===== src/rtl/nvram_pkg.sv =====
// Shared definitions for the NVR_TOP host sequencer: FSM encoding, default
// timing constants and the bus widths used by NVR_TOP wrappers.
package nvram_pkg;

   localparam int DEFAULT_ADDR_W        = 7;
   localparam int DEFAULT_DATA_W        = 32;
   localparam int DEFAULT_SETUP_CYC     = 2;
   localparam int DEFAULT_CE_CYC        = 1;
   localparam int DEFAULT_WE_HOLD_CYC   = 7;
   localparam int DEFAULT_RDY_MASK_CYC  = 2;
   localparam int DEFAULT_POR_PRE_CYC   = 10;
   localparam int DEFAULT_POR_PULSE_CYC = 10;
   localparam int DEFAULT_POR_POST_CYC  = 10;
   localparam int DEFAULT_TIMEOUT_CYC   = 64;

   typedef enum logic [3:0] {
      S_PRE    = 4'd0,
      S_POR    = 4'd1,
      S_POST   = 4'd2,
      S_IDLE   = 4'd3,
      S_SETUP  = 4'd4,
      S_STROBE = 4'd5,
      S_HOLD   = 4'd6,
      S_WAIT   = 4'd7,
      S_RESP   = 4'd8
   } nv_state_e;

   function automatic int max_int(input int a, input int b);
      return (a > b) ? a : b;
   endfunction

endpackage


===== src/rtl/nvram_sync2.sv =====
// Two-flop synchronizer for a single asynchronous level; output resets to 0.
module nvram_sync2 (
   input  logic clk,
   input  logic rst_n,
   input  logic d,
   output logic q
);

   logic meta_q;
   logic sync_q;

   always_ff @(posedge clk or negedge rst_n) begin
      if (!rst_n) begin
         meta_q <= 1'b0;
         sync_q <= 1'b0;
      end else begin
         meta_q <= d;
         sync_q <= meta_q;
      end
   end

   assign q = sync_q;

endmodule


===== src/rtl/nvram_ctrl.sv =====
// NVR_TOP host sequencer: POR pulse sequence, then single-beat read/write transfers.
// Define NVRAM_TIMEOUT_EN to bound the RDY wait and report rsp_err on expiry.
module nvram_ctrl
   import nvram_pkg::*;
#(
   parameter int ADDR_W        = DEFAULT_ADDR_W,
   parameter int DATA_W        = DEFAULT_DATA_W,
   parameter int SETUP_CYC     = DEFAULT_SETUP_CYC,
   parameter int CE_CYC        = DEFAULT_CE_CYC,
   parameter int WE_HOLD_CYC   = DEFAULT_WE_HOLD_CYC,
   parameter int RDY_MASK_CYC  = DEFAULT_RDY_MASK_CYC,
   parameter int POR_PRE_CYC   = DEFAULT_POR_PRE_CYC,
   parameter int POR_PULSE_CYC = DEFAULT_POR_PULSE_CYC,
   parameter int POR_POST_CYC  = DEFAULT_POR_POST_CYC
`ifdef NVRAM_TIMEOUT_EN
   , parameter int TIMEOUT_CYC = DEFAULT_TIMEOUT_CYC
`endif
) (
   input  logic              clk,
   input  logic              rst_n,
   input  logic              req_valid,
   output logic              req_ready,
   input  logic              req_we,
   input  logic [ADDR_W-1:0] req_addr,
   input  logic [DATA_W-1:0] req_wdata,
   output logic              rsp_valid,
   output logic [DATA_W-1:0] rsp_rdata,
   output logic              rsp_err,
   output logic              init_done,
   output logic [ADDR_W-1:0] nv_a,
   output logic [DATA_W-1:0] nv_din,
   output logic              nv_ce,
   output logic              nv_we,
   output logic              nv_por,
   output logic              nv_hs,
   output logic              nv_hr,
   input  logic [DATA_W-1:0] nv_dout,
   input  logic              nv_rdy
);

`ifdef NVRAM_TIMEOUT_EN
   localparam int WAIT_MAX = RDY_MASK_CYC + TIMEOUT_CYC;
`else
   localparam int WAIT_MAX = RDY_MASK_CYC;
`endif
   localparam int MAX_CYC = max_int(max_int(max_int(SETUP_CYC, CE_CYC), max_int(WE_HOLD_CYC, WAIT_MAX)),
                                    max_int(POR_PRE_CYC, max_int(POR_PULSE_CYC, POR_POST_CYC)));
   localparam int CNT_W   = $clog2(MAX_CYC + 1);

   localparam logic [CNT_W-1:0] CNT_ZERO   = {CNT_W{1'b0}};
   localparam logic [CNT_W-1:0] CNT_ONE    = CNT_W'(1);
   localparam logic [CNT_W-1:0] PRE_LAST   = CNT_W'(POR_PRE_CYC - 1);
   localparam logic [CNT_W-1:0] PULSE_LAST = CNT_W'(POR_PULSE_CYC - 1);
   localparam logic [CNT_W-1:0] POST_LAST  = CNT_W'(POR_POST_CYC - 1);
   localparam logic [CNT_W-1:0] SETUP_LAST = CNT_W'(SETUP_CYC - 1);
   localparam logic [CNT_W-1:0] CE_LAST    = CNT_W'(CE_CYC - 1);
   localparam logic [CNT_W-1:0] HOLD_LAST  = CNT_W'(WE_HOLD_CYC - 1);
   localparam logic [CNT_W-1:0] MASK_C     = CNT_W'(RDY_MASK_CYC);

   nv_state_e         state_q, state_d;
   logic [CNT_W-1:0]  cnt_q, cnt_d;
   logic              op_we_q, op_we_d;
   logic [ADDR_W-1:0] nv_a_q, nv_a_d;
   logic [DATA_W-1:0] nv_din_q, nv_din_d;
   logic              nv_ce_q, nv_ce_d;
   logic              nv_we_q, nv_we_d;
   logic              nv_por_q, nv_por_d;
   logic              req_ready_q, req_ready_d;
   logic              rsp_valid_q, rsp_valid_d;
   logic [DATA_W-1:0] rsp_rdata_q, rsp_rdata_d;
   logic              rsp_err_q, rsp_err_d;
   logic              init_done_q, init_done_d;

   logic              rdy_s;
   logic              accept_s;
   logic              mask_s;
   logic              timeout_s;

   nvram_sync2 u_rdy_sync (
      .clk   (clk),
      .rst_n (rst_n),
      .d     (nv_rdy),
      .q     (rdy_s)
   );

   assign accept_s = (state_q == S_IDLE) && req_valid && req_ready_q;
   assign mask_s   = (cnt_q < MASK_C);

   // In S_WAIT the counter keeps running past the mask window only when a timeout is built.
`ifdef NVRAM_TIMEOUT_EN
   localparam logic [CNT_W-1:0] TO_LAST = CNT_W'(RDY_MASK_CYC + TIMEOUT_CYC - 1);
   assign timeout_s = (state_q == S_WAIT) && !mask_s && !rdy_s && (cnt_q == TO_LAST);
`else
   assign timeout_s = 1'b0;
`endif

   always_ff @(posedge clk or negedge rst_n) begin
      if (!rst_n) begin
         state_q     <= S_PRE;
         cnt_q       <= CNT_ZERO;
         op_we_q     <= 1'b0;
         nv_a_q      <= {ADDR_W{1'b0}};
         nv_din_q    <= {DATA_W{1'b0}};
         nv_ce_q     <= 1'b0;
         nv_we_q     <= 1'b0;
         nv_por_q    <= 1'b0;
         req_ready_q <= 1'b0;
         rsp_valid_q <= 1'b0;
         rsp_rdata_q <= {DATA_W{1'b0}};
         rsp_err_q   <= 1'b0;
         init_done_q <= 1'b0;
      end else begin
         state_q     <= state_d;
         cnt_q       <= cnt_d;
         op_we_q     <= op_we_d;
         nv_a_q      <= nv_a_d;
         nv_din_q    <= nv_din_d;
         nv_ce_q     <= nv_ce_d;
         nv_we_q     <= nv_we_d;
         nv_por_q    <= nv_por_d;
         req_ready_q <= req_ready_d;
         rsp_valid_q <= rsp_valid_d;
         rsp_rdata_q <= rsp_rdata_d;
         rsp_err_q   <= rsp_err_d;
         init_done_q <= init_done_d;
      end
   end

   always_comb begin
      state_d = state_q;
      cnt_d   = cnt_q + CNT_ONE;
      case (state_q)
         S_PRE: begin
            if (cnt_q == PRE_LAST) begin
               state_d = S_POR;
               cnt_d   = CNT_ZERO;
            end else begin
               state_d = S_PRE;
            end
         end
         S_POR: begin
            if (cnt_q == PULSE_LAST) begin
               state_d = S_POST;
               cnt_d   = CNT_ZERO;
            end else begin
               state_d = S_POR;
            end
         end
         S_POST: begin
            if (cnt_q == POST_LAST) begin
               state_d = S_IDLE;
               cnt_d   = CNT_ZERO;
            end else begin
               state_d = S_POST;
            end
         end
         S_IDLE: begin
            cnt_d = CNT_ZERO;
            if (accept_s) begin
               state_d = S_SETUP;
            end else begin
               state_d = S_IDLE;
            end
         end
         S_SETUP: begin
            if (cnt_q == SETUP_LAST) begin
               state_d = S_STROBE;
               cnt_d   = CNT_ZERO;
            end else begin
               state_d = S_SETUP;
            end
         end
         S_STROBE: begin
            if (cnt_q == CE_LAST) begin
               state_d = op_we_q ? S_HOLD : S_WAIT;
               cnt_d   = CNT_ZERO;
            end else begin
               state_d = S_STROBE;
            end
         end
         S_HOLD: begin
            if (cnt_q == HOLD_LAST) begin
               state_d = S_WAIT;
               cnt_d   = CNT_ZERO;
            end else begin
               state_d = S_HOLD;
            end
         end
         S_WAIT: begin
            if (mask_s) begin
               state_d = S_WAIT;
            end else if (rdy_s || timeout_s) begin
               state_d = S_RESP;
               cnt_d   = CNT_ZERO;
            end else begin
               state_d = S_WAIT;
`ifndef NVRAM_TIMEOUT_EN
               cnt_d   = cnt_q;
`endif
            end
         end
         S_RESP: begin
            state_d = S_IDLE;
            cnt_d   = CNT_ZERO;
         end
         default: begin
            state_d = S_PRE;
            cnt_d   = CNT_ZERO;
         end
      endcase
   end

   // Outputs are computed from the state being entered so the flops line up with it.
   always_comb begin
      nv_por_d    = 1'b0;
      nv_ce_d     = 1'b0;
      nv_we_d     = nv_we_q;
      req_ready_d = 1'b0;
      init_done_d = init_done_q;
      case (state_d)
         S_POR:    nv_por_d = 1'b1;
         S_IDLE: begin
            req_ready_d = 1'b1;
            init_done_d = 1'b1;
         end
         S_STROBE: nv_ce_d = 1'b1;
         S_WAIT:   nv_we_d = 1'b0;
         default:  nv_por_d = 1'b0;
      endcase

      if (accept_s) begin
         nv_a_d   = req_addr;
         nv_we_d  = req_we;
         op_we_d  = req_we;
         nv_din_d = req_we ? req_wdata : nv_din_q;
      end else begin
         nv_a_d   = nv_a_q;
         op_we_d  = op_we_q;
         nv_din_d = nv_din_q;
      end

      if ((state_q == S_WAIT) && (state_d == S_RESP)) begin
         rsp_err_d   = timeout_s;
         rsp_rdata_d = (!op_we_q && !timeout_s) ? nv_dout : rsp_rdata_q;
      end else begin
         rsp_err_d   = rsp_err_q;
         rsp_rdata_d = rsp_rdata_q;
      end

      rsp_valid_d = (state_q == S_RESP);
   end

   assign req_ready = req_ready_q;
   assign rsp_valid = rsp_valid_q;
   assign rsp_rdata = rsp_rdata_q;
   assign rsp_err   = rsp_err_q;
   assign init_done = init_done_q;
   assign nv_a      = nv_a_q;
   assign nv_din    = nv_din_q;
   assign nv_ce     = nv_ce_q;
   assign nv_we     = nv_we_q;
   assign nv_por    = nv_por_q;
   assign nv_hs     = 1'b0;
   assign nv_hr     = 1'b0;

endmodule


===== config.mk =====
export PLATFORM = sky130hd
export DESIGN_NAME = nvram_ctrl
export DESIGN_NICKNAME = d
export VERILOG_FILES = /design/src/rtl/nvram_pkg.sv /design/src/rtl/nvram_sync2.sv /design/src/rtl/nvram_ctrl.sv
export SDC_FILE = /design/constraint.sdc
export NUM_CORES = 1
export LEC_CHECK = 0
export CORE_ASPECT_RATIO = 0.9
export CORE_MARGIN = 4
export CORE_UTILIZATION = 30
export DETAILED_ROUTE_END_ITERATION = 6
export PLACE_DENSITY_LB_ADDON = 0.25
export SETUP_SLACK_MARGIN = 0.05
export SYNTH_ARGS = -nofsm -noshare
export SYNTH_HDL_FRONTEND = slang
export SYNTH_SLANG_ARGS = --single-unit

===== constraint.sdc =====
create_clock -name clk -period 4.1 [get_ports clk]
set_clock_uncertainty 0.2 [all_clocks]
set_input_delay 0.82 -clock clk [delete_from_list [all_inputs] [get_ports clk]]
set_output_delay 0.82 -clock clk [all_outputs]
set_load 0.02 [all_outputs]

Yosys cells after proc, flatten, opt, wreduce, memory -nomap -nowiden
Index checks and enable logic that the tools add are counted.
{ "op_classes": {"eq_ne": 17, "bitwise": 1, "n_addsub": 1, "reduce_logical": 9, "order_cmp": 1, "n_mux": 23} }
{ "ops": {"columns": ["operator", "n"], "rows": [
  ["one-hot mux 4 bit (9 select lines)", 1],
  ["2-to-1 mux 4 bit", 8],
  ["== test 4 x 3 -> 1 bit (second input constant)", 7],
  ["one-hot mux 4 bit (5 select lines)", 1],
  ["== test 4 x 1 -> 1 bit (second input constant)", 3],
  ["== test 4 x 2 -> 1 bit (second input constant)", 3],
  ["== test 4 bit (second input constant)", 3],
  ["2-to-1 mux 1 bit", 10],
  ["logical NOT 4 bit", 2],
  ["adder 4 x 1 -> 4 bit (second input constant)", 1],
  ["< comparator 4 x 2 -> 1 bit (second input constant)", 1],
  ["2-to-1 mux 2 bit", 2],
  ["AND reduction 2 bit", 2],
  ["logical AND 1 bit", 3],
  ["2-to-1 mux 3 bit", 1],
  ["inequality test 3 x 2 -> 1 bit (second input constant)", 1],
  ["OR reduction 3 bit", 1],
  ["nonzero test 2 bit", 1],
  ["NOT 1 bit", 1]
]} }
{ "totals": {"output_inout_bits": 80, "wordCells": 66, "regBits": 88, "input_bits": 76} }

Longest topological paths before layout
Gate-level depths: netlist of the first run.
{ "logic_depth": {"word_depth": 8, "depth_mapped": 7, "ltp_nobuf": 6} }

By module
Synthesis of the first run repeated with hierarchy kept, for this count alone.
{ "unflattened": {"cells_unflattened": 262, "hier_area_um2": 3876.2} }
{ "modules_own_cells": {"columns": ["mod", "cells_each", "seq_area_each_um2", "instances", "area_per_inst_um2"], "rows": [
  ["nvram_ctrl", 260, 2152.1, 1, 3826.2],
  ["nvram_sync2", 2, 50.0, 1, 50.0]
]} }

Least setup slack after synthesis of the first run
Ideal clock, no wire load.
{ "synth_timing": {"path_type": "input-to-reg", "startpoint": "input port req_valid", "endpoint": "register nv_din_q[10] (netlist: nv_din[10])", "required_time_ns": 3.775, "cell_stages": 5, "path_slack_ns": 1.940, "t_arrival_ns": 1.835, "path_buffers": 2, "setup_time_ns": 0.125, "cell_sequence": "nand4_1 -> or3_1 -> buf_6 -> buf_12 -> mux2_4"} }
{ "synth_via": {"elab_chain_len": 3} }
{ "synth_rtl": {"columns": ["item", "line_no", "rtl"], "rows": [
  ["from (decl)", "nvram_ctrl.sv:21", "input logic req_valid,"],
  ["logical AND 1 bit (2 in a row)", "nvram_ctrl.sv:86", "assign accept_s = (state_q == S_IDLE) && req_valid && req_ready_q;"],
  ["AND reduction 2 bit (no line)", null, null],
  ["to (signal assigned)", "nvram_ctrl.sv:103", "nv_din_q <= {DATA_W{1'b0}};"],
  ["to (signal assigned)", "nvram_ctrl.sv:117", "nv_din_q <= nv_din_d;"],
  ["to (decl)", "nvram_ctrl.sv:64", "logic [DATA_W-1:0] nv_din_q, nv_din_d;"]
]} }
No other way between the ends.
A chain may end at the register's enable or synchronous reset.

Worst setup path after layout of the first run
{ "layout_timing": {"startpoint": "input port req_valid", "endpoint": "register nv_din_q[31] (netlist: nv_din[31])"} }
The elaborated chain is that of the path after synthesis.

==> impl_metrics.ini, run 1 <==
[yosys]
async_flop_share_pct = 100
yosysUniqueCellTypes = 52
yosysSeqAreaShare_pct = 56.8
synth_ff_type = dfrtp_1
ys_ff_latch = 88
synth_top_area_cell = dfrtp_1
netlist_area_um2 = 3880
synth_area_per_cell_um2 = 14.8
synth-edff-count = 0
syn_inst = 262
synth.top_cells.by_area = dfrtp_1 57%, mux2_2 12%, mux2_4 11%
yosysWarnings = 0
synth_top_area_share_pct = 56.8

[clocking]
ctsHoldBuffers = 0
cts_buffer_depth = 2
numCtsBuffers = 9
cts_tree = yes
clock-sinks = 88
cts_root_buf = clkbuf_16
cts.clk_slew.worst_paths_ns = 0.07
h-tree-depth = 3
cts_setup_buffers = 0
insertion_delay_ns = 0.33
cts_resized = 0

[hold_path]
hold_end = u_rdy_sync.q
worstHoldPathCells = 0
hp-class = reg -> reg
min_from = u_rdy_sync.meta_q

[die]
core-area_um2 = 12700
io_pins = 156
start_util_pct = 30.6
die_h_um = 116
die_area_um2 = 14800
die_w_um = 128
fp-row-count = 39

[layout]
final_common_cell = clkdlybuf4s50_1
drive_gt1_share_pct = 23.0
fillers = 1198
area_delta_synth_final_pct = 48.6
fin_util_pct = 45.4
final_nets = 492
multi_input_area_um2 = 1490
layout_common_cells = 151 x clkdlybuf4s50_1, 88 x dfrtp_1, 40 x mux2_2
seq_area_um2 = 2200
final_cell_area_um2 = 5760
num_antenna_cells = 0

[grt]
grt_first_pass_wirelength_um = 13900
grt_pass1_vias = 2806
overflow = 0
grt_antenna_before_repair = 0
grt_start_max_net_pins = 38
grt_use_total_pct = 11.9

[setup_path]
r2r_setup_slack_ns = 1.60
critical-path-max-stage-delay_ns = 0.90
endpoint_kind = register
path_max_fanout = 34
critPathKind = in -> reg
reg2reg_from = state_q[3]
startpoint_type = input port
cp_top_family = simple AND/OR/NAND/NOR gates
required_ns = 4.11
arrival_ns = 2.84
slowest_stage = or3_2
cp.buffers_inverters = 1
crit_chain = clkdlybuf4s50_1 > nand4_1 > or3_2 > mux2_4
reg2regPathDepth = 3
rr_endpoint = nv_din[31]

[power_and_ir_drop]
power_leakage_nw = 2.62
p_int_mw = 2.30
comb_power_share_pct = 37.9
powerDensity_nw_per_um2 = 596
irDropWorstVdd_uv = 204
p_seq_share_pct = 38.0
p_clk_share_pct = 24.1
p_switching_mw = 1.13
power_switching_share_pct = 33.0
finalPower_mw = 3.44

[detailed_routing]
vias = 2655
drc_errors = 0
drt_wl_total_um = 8730
drt.antenna.violating_nets = 0
drtPass1Iterations = 4
drt_iter0_drc = 83
drt-wirelength-per-cell_um = 15.0
via_per_inst = 4.57

[sta]
rsz0062_at_grt = no
slew_headroom_pct = 31.7
fin_ws_ns = 1.27
fmax_mhz = 354
post-route-min-period_ns = 2.83
period_share_pct = 69.0
finalSetupTns_ns = 0
hold_viol = 0
setup_violations = 0
tightestPinTransition_ns = 1.02
slew_violations = 0

[placed_design]
place_area_um2 = 5460
dp_hpwl_um = 6380
io_buffers = 152
place_ws_ns = 0.919
place.gp.congestion = 0.783

[flow_run]
maxCapViolCount = 0

[run_status]
status = finished, final reports clean
==> synth_stat cells (2+ instances only) <==
cell type  instances
nor3_1             3
nor3b_1            4
a211o_1            3
a31oi_1            3
buf_12             3
inv_1              5
nor2_1             2
buf_6              5
or3_1              2
nand3b_1           2
mux2_1             2
o311ai_0           2
nor4b_1            2
nand2_1           10
dfrtp_1           88
mux2_4            29
clkbuf_1           2
o211ai_1           2
ha_1               4
nand2b_1           2
or2_2              2
o21ai_0            7
buf_2              4
buf_4              4
o31ai_1            2
mux2_2            40
nand3_1            3
==> power groups by stage <==
stage                     logic (mW)  clock network [mW]  registers (mW)
after floorplan                0.496                   0            1.53
after detailed placement        1.32                   0            1.32
final                           1.30               0.829            1.30
after global routing            1.40               0.897            1.35
after CTS                       1.32               0.865            1.31
after global placement          1.30                   0            1.31
==> worst max-delay path by stage <==
stage          startpoint          to  slack (ns)  cells past startpoint
6_report        req_valid  nv_din[31]        1.27                      4
5_1_grt         req_valid  nv_din[24]        1.19                      4
4_1_cts         req_valid  nv_din[16]        1.27                      4
3_5_place_dp    req_valid  nv_din[27]        0.92                      4
3_3_place_gp    req_valid  nv_din[14]        0.94                      4
2_1_floorplan   req_valid  nv_din[10]        1.94                      5
==> registers in the layout, summed over array words and instances, names as in the netlist, 4 cells and up <==
| register | flops |
|---|---|
| nv_din | 32 |
| nv_a | 7 |
| cnt_q | 4 |
| rsp_rdata | 32 |
| state_q | 4 |
==> metal layers <==
metal	up-vias	wire length (um)	part of all wire, %	track usage, %
met5	-	0	0	0
met4	0	102	1.2	4.03
met3	8	967	11	5.67
met2	130	3700	42	17.1
met1	1278	3960	45	15.9
li1	1239	-	-	-
==> kinds of logic (layout without fill, tap and decap cells) <==
family	count (synthesis)	in the layout	share of synthesized area [%]
flops	88	88	56.8
mux	72	72	23.7
simple gates	43	43	7.23
compound gates	30	30	5.68
buf+inv	23	176	4.97
fa+ha+maj	4	4	1.29
other cells	1	3	0.0967
xor+xnor	1	1	0.226
==> layout make-up <==
type                    count  area share, %
clock buffers               9           3.91
well taps                 164           3.56
multi-input cells         153           25.9
flip-flops and latches     88           38.2
repair buffers            155           26.8
clock inverters             7           1.37
inverters                   5          0.326
==> worst reg2reg max path: stages, from the launching register on <==
cell     delay (ns)
dfrtp_1        0.50
or2_4          0.31
or3_2          0.89
mux2_4         0.48
==> per-stage QoR <==
stage               hold slack [ns]  cells
finish                        0.166    581
detailed placement            0.148    565
CTS                           0.173    581
global route                  0.192    581
floorplan                     0.131    264
global placement              0.136    565
Power figures use the tool's default switching activity.
==> inputs of run 2 (changes only) <==
==> constraint.sdc (replaced) <==
create_clock -name clk -period 2.4 [get_ports clk]
set_clock_uncertainty 0.2 [all_clocks]
set_input_delay 0.48 -clock clk [delete_from_list [all_inputs] [get_ports clk]]
set_output_delay 0.48 -clock clk [all_outputs]
set_load 0.02 [all_outputs]
==> run 2 against run 1 <==
Compared with the run above: register-to-register slack got worse by 1.4 ns; power is 75% higher; sequential share of layout area is 0.95 points lower; clock power grew 75%; final cell count is 1.9% higher; critical path depth up 1; first-iteration DRC count rose by 33%; critical path type unchanged; largest cell class unchanged; largest power group is now combinational cells; highest routed layer unchanged.
==> impl_metrics.ini, run 2 (synthesized netlist as in run 1, its figures left out) <==
[setup_path]
arrival_ns = 2.22
endpoint_kind = register
required_ns = 2.42
r2r_setup_slack_ns = 0.22
cp-endpoint = nv_din[19]
reg2regPathDepth = 4
reg2reg_from = state_q[1]
rr_endpoint = nv_din[19]
cp-startpoint = req_valid
path_max_fanout = 20
startpoint_type = input port
critPathKind = in -> reg

[power_and_ir_drop]
comb_power_share_pct = 39.2
power_leakage_nw = 2.69
powerDensity_nw_per_um2 = 1020
p_clk_share_pct = 24.2
p_switching_mw = 1.94
p_int_mw = 4.05
finalPower_mw = 6.00
irDropWorstVdd_uv = 411
power_switching_share_pct = 32.4
p_seq_share_pct = 36.6

[layout]
area_delta_synth_final_pct = 52.4
final_nets = 503
final_cell_area_um2 = 5910
drive_gt1_share_pct = 24.8
final_common_cell = clkdlybuf4s50_1
num_antenna_cells = 0
fillers = 1172
layout_common_cells = 151 x clkdlybuf4s50_1, 88 x dfrtp_1, 40 x mux2_2

[die]
fp-row-count = 39
die_h_um = 116
io_pins = 156
core-area_um2 = 12700
die_w_um = 128
die_area_um2 = 14800
start_util_pct = 30.6

[clocking]
cts_root_buf = clkbuf_16
cts.clk_slew.worst_paths_ns = 0.06
numCtsBuffers = 9
clock-sinks = 88
cts_tree = yes
insertion_delay_ns = 0.34
cts_setup_buffers = 0
h-tree-depth = 3
cts_buffer_depth = 2

[sta]
setup_violations = 0
fmax_mhz = 453
slew_violations = 0
rsz0062_at_grt = no
hold_viol = 0
period_share_pct = 92.0
post-route-min-period_ns = 2.21
tightestPinTransition_ns = 0.630
fin_ws_ns = 0.192
slew_headroom_pct = 58.0
finalSetupTns_ns = 0

[placed_design]
place_ws_ns = -0.138
place.gp.congestion = 0.857
io_buffers = 152
dp_hpwl_um = 6380
place_area_um2 = 5580

[grt]
grt_use_total_pct = 11.8
grt_start_max_net_pins = 49
grt_first_pass_wirelength_um = 13900
grt_pass1_vias = 2809
grt_antenna_before_repair = 0
overflow = 0

[run_status]
status = finished, final reports clean

[detailed_routing]
drt.antenna.violating_nets = 0
drc_errors = 0
drtPass1Iterations = 4
via_per_inst = 4.50
vias = 2665
drt-wirelength-per-cell_um = 14.7
drt_iter0_drc = 110
drt_wl_total_um = 8710

[flow_run]
maxCapViolCount = 0

[hold_path]
hp-class = reg -> reg
min_from = u_rdy_sync.meta_q
## run 2: cell types whose count changed in the layout (fill, tap and decap cells not counted), sizes merged
cell and delta:
dlygate4sd3 +1, buf +10, clkbuf +2, clkinv -2
## run 2: worst min path at each step
stage                     cells past startpoint  slack (ns)            to
after floorplan                               0       -0.02      cnt_q[0]
after global placement                        0        0.13  u_rdy_sync.q
after detailed placement                      0        0.14  u_rdy_sync.q
after CTS                                     0        0.16  u_rdy_sync.q
after global routing                          0        0.17  u_rdy_sync.q
final                                         0        0.16  u_rdy_sync.q
## run 2: repair_timing
| action | CTS | global route |
|---|---|---|
| hold buffers | 1 | 0 |
| endpoints found under the hold margin | 45 | 0 |
| resized for setup | 0 | 0 |
## run 2: layout make-up
class / count / area (um2) / area share [%]
multi-input cells: 153 / 1490 / 25.2
repair buffers: 166 / 1680 / 28.4
inverters: 5 / 18.8 / 0.318
flip-flops and latches: 88 / 2200 / 37.3
well taps: 164 / 205 / 3.47
clock buffers: 11 / 253 / 4.28
clock inverters: 5 / 62.6 / 1.06
## run 2: through the flow
stage | hold slack (ns) | utilization (%) | cells
2_1_floorplan | -0.0156 | - | 264
3_3_place_gp | 0.135 | 44.0 | 575
3_5_place_dp | 0.142 | 44.0 | 575
4_1_cts | 0.156 | 46.6 | 592
5_1_grt | 0.166 | 46.6 | 592
6_report | 0.155 | 46.6 | 592
## run 2: power by group through the flow
stage	Sequential, mW	Clock (mW)	Combinational [mW]
floorplan	2.61	0	0.848
global placement	2.20	0	2.35
detailed placement	2.21	0	2.37
CTS	2.20	1.52	2.38
global route	2.26	1.58	2.52
finish	2.19	1.45	2.35
## run 2: routing by layer
layer / track usage [%] / up-vias / routed length, um / part of all wire, %
met5: 0 / - / 0 / 0
met4: 3.18 / 0 / 106 / 1.2
met3: 6.36 / 11 / 1040 / 12
met2: 16.9 / 132 / 3600 / 41
met1: 15.5 / 1263 / 3970 / 46
li1: - / 1259 / - / -
## run 2: critical path, stage by stage
cell and delay (ns):
clkdlybuf4s50_1 0.48, nand4_1 0.20, or3_2 0.54, buf_12 0.20, mux2_4 0.30
